File: src/rtl/pipe_ctrl_pkg.sv
// rtl/pipe_ctrl_pkg.sv - shared state/pc_sel encodings and saturating increment for pipeline_ctrl
package pipe_ctrl_pkg;

  typedef enum logic {
    ST_RUN      = 1'b0,
    ST_MEM_WAIT = 1'b1
  } state_e;

  localparam logic [1:0] PCSEL_SEQ  = 2'd0;
  localparam logic [1:0] PCSEL_BR   = 2'd1;
  localparam logic [1:0] PCSEL_JAL  = 2'd2;
  localparam logic [1:0] PCSEL_JALR = 2'd3;

  function automatic logic [31:0] sat_inc(input logic [31:0] val, input logic [31:0] max_val);
    return (val >= max_val) ? val : val + 32'd1;
  endfunction

endpackage

File: src/rtl/mem_wait_timer.sv
// rtl/mem_wait_timer.sv - consecutive data-memory wait counter with timeout compare
module mem_wait_timer #(
  parameter int MEM_TIMEOUT = 255
) (
  input  logic clk,
  input  logic reset,
  input  logic clr,
  input  logic en,
  output logic expired
);

  localparam int W = $clog2(MEM_TIMEOUT + 1);
  localparam logic [W-1:0] LIMIT = W'(MEM_TIMEOUT);

  logic [W-1:0] cnt_q;
  logic [W-1:0] cnt_d;

  // Parks at LIMIT so a stuck enable can never wrap back below the timeout.
  always_comb begin
    cnt_d = cnt_q;
    if (clr) begin
      cnt_d = '0;
    end else if (en && (cnt_q != LIMIT)) begin
      cnt_d = cnt_q + W'(1);
    end
  end

  always_ff @(posedge clk or posedge reset) begin
    if (reset) begin
      cnt_q <= '0;
    end else begin
      cnt_q <= cnt_d;
    end
  end

  assign expired = (cnt_q == LIMIT);

endmodule

File: src/rtl/pipeline_ctrl.sv
// rtl/pipeline_ctrl.sv - hazard/sequencing controller: load-use bubbles, redirects, memory waits
module pipeline_ctrl
  import pipe_ctrl_pkg::*;
#(
  parameter int MEM_TIMEOUT = 255,
  parameter int CNT_W       = 16
) (
  input  logic             clk,
  input  logic             reset,
  input  logic [4:0]       id_rs1,
  input  logic [4:0]       id_rs2,
  input  logic             id_uses_rs1,
  input  logic             id_uses_rs2,
  input  logic             ex_mem_read,
  input  logic [4:0]       ex_rd,
  input  logic             mem_branch,
  input  logic             mem_zero,
  input  logic             mem_jal,
  input  logic             mem_jalr,
  input  logic             mem_req,
  input  logic             mem_ready,
  output logic             pc_hold,
  output logic             if_id_hold,
  output logic             id_ex_hold,
  output logic             ex_mem_hold,
  output logic             if_id_flush,
  output logic             id_ex_flush,
  output logic             ex_flush,
  output logic [1:0]       pc_sel,
  output logic             mem_err,
  output logic [CNT_W-1:0] stall_cycles,
  output logic [CNT_W-1:0] flush_events
);

  localparam logic [31:0] CNT_MAX = 32'((64'd1 << CNT_W) - 64'd1);

  state_e           state_q, state_d;
  logic [CNT_W-1:0] stall_cycles_q, stall_cycles_d;
  logic [CNT_W-1:0] flush_events_q, flush_events_d;
  logic             mem_err_q, mem_err_d;

  logic redirect, load_use, expired;
  logic tmr_clr, tmr_en;
  logic eval_hazards, stall_inc, flush_inc;

  assign redirect = mem_jal | mem_jalr | (mem_branch & mem_zero);
  assign load_use = ex_mem_read && (ex_rd != 5'd0) &&
                    ((id_uses_rs1 && (id_rs1 == ex_rd)) || (id_uses_rs2 && (id_rs2 == ex_rd)));

  mem_wait_timer #(.MEM_TIMEOUT(MEM_TIMEOUT)) u_timer (
    .clk     (clk),
    .reset   (reset),
    .clr     (tmr_clr),
    .en      (tmr_en),
    .expired (expired)
  );

  always_comb begin
    state_d      = state_q;
    mem_err_d    = mem_err_q;
    pc_hold      = 1'b0;
    if_id_hold   = 1'b0;
    id_ex_hold   = 1'b0;
    ex_mem_hold  = 1'b0;
    if_id_flush  = 1'b0;
    id_ex_flush  = 1'b0;
    ex_flush     = 1'b0;
    pc_sel       = PCSEL_SEQ;
    tmr_clr      = 1'b0;
    tmr_en       = 1'b0;
    eval_hazards = 1'b0;
    stall_inc    = 1'b0;
    flush_inc    = 1'b0;

    if (state_q == ST_RUN) begin
      if (mem_req && !mem_ready) begin
        {pc_hold, if_id_hold, id_ex_hold, ex_mem_hold} = 4'b1111;
        tmr_en  = 1'b1;
        state_d = ST_MEM_WAIT;
      end else begin
        eval_hazards = 1'b1;
      end
    end else begin
      // Every MEM_WAIT cycle counts as a stall, including the exit cycle.
      stall_inc = 1'b1;
      if (mem_ready || expired) begin
        eval_hazards = 1'b1;
        tmr_clr      = 1'b1;
        state_d      = ST_RUN;
        if (!mem_ready) begin
          mem_err_d = 1'b1;
        end
      end else begin
        {pc_hold, if_id_hold, id_ex_hold, ex_mem_hold} = 4'b1111;
        tmr_en = 1'b1;
      end
    end

    if (eval_hazards) begin
      if (redirect) begin
        if (mem_jalr) begin
          pc_sel = PCSEL_JALR;
        end else if (mem_jal) begin
          pc_sel = PCSEL_JAL;
        end else begin
          pc_sel = PCSEL_BR;
        end
        {if_id_flush, id_ex_flush, ex_flush} = 3'b111;
        flush_inc = 1'b1;
      end else if (load_use) begin
        pc_hold     = 1'b1;
        if_id_hold  = 1'b1;
        id_ex_flush = 1'b1;
        stall_inc   = 1'b1;
      end
    end

    // Controls are forced quiet for as long as reset is held.
    if (reset) begin
      {pc_hold, if_id_hold, id_ex_hold, ex_mem_hold} = 4'b0000;
      {if_id_flush, id_ex_flush, ex_flush}           = 3'b000;
      pc_sel                                         = PCSEL_SEQ;
    end

    stall_cycles_d = stall_inc ? CNT_W'(sat_inc(32'(stall_cycles_q), CNT_MAX)) : stall_cycles_q;
    flush_events_d = flush_inc ? CNT_W'(sat_inc(32'(flush_events_q), CNT_MAX)) : flush_events_q;
  end

  always_ff @(posedge clk or posedge reset) begin
    if (reset) begin
      state_q        <= ST_RUN;
      stall_cycles_q <= '0;
      flush_events_q <= '0;
      mem_err_q      <= 1'b0;
    end else begin
      state_q        <= state_d;
      stall_cycles_q <= stall_cycles_d;
      flush_events_q <= flush_events_d;
      mem_err_q      <= mem_err_d;
    end
  end

  assign stall_cycles = stall_cycles_q;
  assign flush_events = flush_events_q;
  assign mem_err      = mem_err_q;

endmodule

File: config.mk
export PLATFORM = sky130hd
export DESIGN_NAME = pipeline_ctrl
export DESIGN_NICKNAME = d
export VERILOG_FILES = /design/src/rtl/pipe_ctrl_pkg.sv /design/src/rtl/mem_wait_timer.sv /design/src/rtl/pipeline_ctrl.sv
export SDC_FILE = /design/constraint.sdc
export NUM_CORES = 1
export LEC_CHECK = 0
export BUFFER_PORTS_ARGS = -buffer_cell sky130_fd_sc_hd__buf_2
export CAP_MARGIN = 25
export CORE_MARGIN = 2
export CORE_UTILIZATION = 44
export DETAILED_ROUTE_END_ITERATION = 8
export PLACE_DENSITY = 0.79
export SLEW_MARGIN = 15
export SYNTH_ARGS = -nofsm -noshare
export SYNTH_HDL_FRONTEND = slang
export SYNTH_SLANG_ARGS = --single-unit
File: constraint.sdc
create_clock -name clk -period 2.6 [get_ports clk]
set_input_delay 0.52 -clock clk [delete_from_list [all_inputs] [get_ports clk]]
set_output_delay 0.52 -clock clk [all_outputs]
set_load 0.005 [all_outputs]
==> results.md <==
- The antenna diode count is 0.
- The share of flip-flops with an asynchronous set or reset is between 90% and 100%.
- The die width is 76.6 µm.
- Once the floorplan was initialized, standard cells occupied 45.4% of the core.
- The minimum clock period is approximately 2400 ps.
- The biggest area consumer among synthesized cells is dfrtp_1.
- The number of global-route vias before repair is 1826.
- The synthesized netlist devotes 6.15% of its cell area to compound gates.
- The final clock period utilization by the worst path is between 90% and 100%.
- Counting flops with a built-in enable in the synthesized netlist gives 0.
- During synthesis, Yosys emitted a total of 0 warnings.
- The CTS tree is yes.
- Post-CTS timing repair inserted 0 buffers for setup.
- The later pin in the worst-skew pair is clocked with a latency of 300 ps.
- The total I/O pin count is 68.
- TritonCTS created 5 clock buffers.
- In this run the number of H-tree levels came out at 2.
- The maximum resistive drop on vdd is 0.508 mV.
- The number of cells on the worst reg-to-reg path is 9.
- The static leakage is 1.35 nW.
- Yosys mapped the design onto 47 distinct sky130hd cell types.
- Global routing used 17.4% of the available tracks.
- The clock passes through at most 2 buffers.
- Cells with a size suffix above 1 make up a little over a third of the layout.
- The maximum clock frequency is 420 MHz.
- The count of cells resized by post-cts repair is 0.
- The met2 track demand over resource is 28.8%.
- In this run the mean area of a mapped cell was 10.7 µm².
- CTS saw 42 sinks.
- The endpoint identified for the worst register-to-register timing path is stall_cycles[9].
- The actual transition at the worst max-transition pin is 638 ps.
- The area enclosed by the die boundary is about 5900 µm².
- The half-perimeter wire length of the detailed placement result is 3510 µm.
- The placer congestion estimate is between 0.7 and 0.8.
- The main combinational cell family by area after synthesis is simple AND/OR/NAND/NOR gates.
- The most used flip-flop cell after synthesis is dfrtp_1.
- The number of antenna violations at the first check in global routing is 0.
- The post-synthesis xor/xnor area fraction is 16.2%.
- The number of standard cells after synthesis is 217.
- The detailed-routing iteration count for the pre-antenna-repair pass is 4.
- Headroom to the max-slew limit came out at 57.4%.
- The nature of the critical path startpoint is a register.
- The final count of pins violating max slew was 0.
- The most utilized layer in the global route result is met2.
- By startpoint and endpoint, the worst setup path is classified as reg -> reg.
- The wire length after detailed routing is approximately 4700 µm.
- Setup violations remaining at the end of the flow were counted as 0.
- The first global-routing pass estimated slightly above 8000 µm of wire.
- Using the TritonRoute via totals, the vias-per-cell ratio works out to 5.16.
- Summed over its instances, the top area cell type makes up 45.3% of the synthesized netlist area.
- The detailed router placed about 1900 vias in this run.
- The delay of the slowest cell on the worst path is 390 ps.
- The floorplan row count is 26.
- The fraction of the mapped netlist area in adder cells is 1.62%.
- Setup repair after global routing left no endpoint under its margin.
- The slowest stage of the critical path belongs to the cell dfrtp_1.
- The number of placed instances with taps included is 352.
- The multi-input gate area in the final layout is 1210 µm².
- The critical path endpoint category is a register.
- The flow ran to the end, and the final reports show no timing, DRC or antenna violations.
- The area taken by flip-flops and latches is about 1100 µm².
- For this run, the number of standard cells in the final layout without fillers is 360.
- The average wire length per cell after detail routing is between 10 and 15 µm.
- The largest net degree at the start of global routing is between 40 and 50.
- The total area inside the core boundary comes to 5110 µm².
- The startpoint of the most critical register-to-register path is u_timer.cnt_q[1].
- The number of violations of the max-capacitance limit is 0.
- Measured along the y axis, the die boundary spans 76.6 µm.
- Of the post-synthesis cell area, the part taken by muxes is 2.86%.
- The number of buffers inserted by port buffering is 67.
- In the routed design, unresolved DRC markers number 0.
- The commonest cells after synthesis are 42 x dfrtp_1, 26 x xnor2_1, 19 x nor2_1, 18 x nand2_1, 17 x xor2_1.
- The register-to-register setup slack is 220 ps.
- Tracing the worst setup path back leads to its startpoint at u_timer.cnt_q[1].
- The number of nets with antenna violations after routing is 0.
- The clock root buffer master is clkbuf_8.
- Yosys instantiated no cell more often than dfrtp_1.
- The CTS clock-pin slew for the worst setup and hold paths is 80 ps.
- The post-synthesis cell area is 2320 µm².
- Of the total synthesized cell area, the portion taken by AND, OR, NAND and NOR gates is 25.3%.
- The iteration-0 DRC count of the detailed router is 73.
- The setup TNS is 0 ps.
- The sequential area share after synthesis is 45.3%.
- The fraction of met3 tracks used by global routing is ~4.4%.
- The largest fanout of any net on the critical path is 15.
- For the worst setup path, the data required time is about 2800 ps.
- Hold repair after CTS inserted 0 buffers.
- Clock skew on the completed layout was measured at 9.59 ps.
- The met1 capacity usage during global routing is between 20 and 25%.
- The classification of the worst-slack hold path is in -> async.
- For this design the ratio of total power to cell area is 675 nW/µm².
- The area growth from synthesis to layout is 22.9%.
- In the post-synthesis netlist, the biggest area contributors are dfrtp_1 45%, xnor2_1 9.8%, xor2_1 6.4%, nor2_1 3.1%, nand4_1 3.0%.
- At the worst endpoint, the arrival time is 2560 ps.
- The final layout contains about 320 nets.
- The final count of hold timing violations is 0.
- The net count after synthesis is about 250.
- The signal on the critical path passes through ha_1 > nand4_1 > o221ai_2 > inv_2 > nor2_2 > a21oi_2 > buf_12 > nor4b_1 > mux2_2.
- The register bit total from synthesis is between 40 and 50.
- The count of fill cells added during filler insertion is about 460.
- The leftover overflow at the end of global routing is 0.
==> final cells by class <==
cell class	instances	share of cell area, %
timing repair buffer	71	13.2
clock buffer	8	3.86
inverter	4	0.526
tap	70	3.07
sequential	42	36.8
multi-input combinational	165	42.5
==> worst max-delay path, delay by kind of cell, from the launching register on <==
family | cells | cell delay (ps)
buffers and inverters | 2 | 290
DFF | 1 | 390
adders and majority gates | 1 | 280
and+or+nand+nor | 3 | 600
muxes | 1 | 370
AOI/OAI and AO/OA | 2 | 340
==> placed cells by master (no fill, tap or decap), types with 2 or more instances in the layout <==
cell type / instances
buf_2: 67
dfrtp_1: 42
xnor2_1: 26
nor2_1: 19
nand2_1: 18
xor2_1: 17
nand3_1: 13
nand4_1: 11
clkbuf_8: 8
nor3_1: 6
mux2_2: 5
nor4_2: 5
a21oi_1: 4
nand2b_1: 4
and4_1: 3
inv_1: 3
ha_1: 3
buf_4: 3
and3_1: 2
nor4b_1: 2
nor4_1: 2
==> cell families after synthesis <==
family / after synthesis
buf+inv: 10
simple gates: 97
xor+xnor: 43
fa+ha+maj: 3
compound gates: 16
flops: 42
mux: 6
==> how the worst max path moves through the flow <==
stage	to	slack, ps	cells after the start
final	stall_cycles[9]	220	9
after detailed placement	stall_cycles[9]	240	9
after global placement	stall_cycles[9]	330	9
after floorplan	if_id_flush	80	4
after global routing	stall_cycles[9]	60	9
after CTS	stall_cycles[9]	200	9
==> layer usage <==
layer / part of all wire, % / wire length (µm)
met1: 45 / 2140
met2: 49 / 2330
met3: 3.6 / 170
met4: 1.5 / 72
met5: 0 / 0
==> flip-flops by register name (all words and copies together) (netlist names) <==
register and count:
flush_events 16, stall_cycles 16, u_timer.cnt_q 8, mem_err 1, state_q 1
==> stage by stage <==
| step | setup slack (ps) | hold slack, ps | utilization (%) | total power [mW] | area (µm²) |
|---|---|---|---|---|---|
| 6_report | 220 | 390 | 55.9 | 1.93 | 2850 |
| 5_1_grt | 61.0 | 439 | 55.9 | 2.06 | 2850 |
| 4_1_cts | 199 | 406 | 55.9 | 1.95 | 2850 |
| 3_5_place_dp | 239 | 442 | 53.7 | 1.45 | 2740 |
| 3_3_place_gp | 328 | 441 | 53.7 | 1.43 | 2740 |
| 2_1_floorplan | 82.5 | 451 | - | 1.24 | 2320 |
==> where the power goes <==
part / switching (mW) / total [mW] / internal (mW)
Combinational: 0.238 / 0.484 / 0.246
Sequential: 0.171 / 0.952 / 0.781
Clock: 0.222 / 0.490 / 0.268
Note: power is estimated with default switching activity, not from simulation.
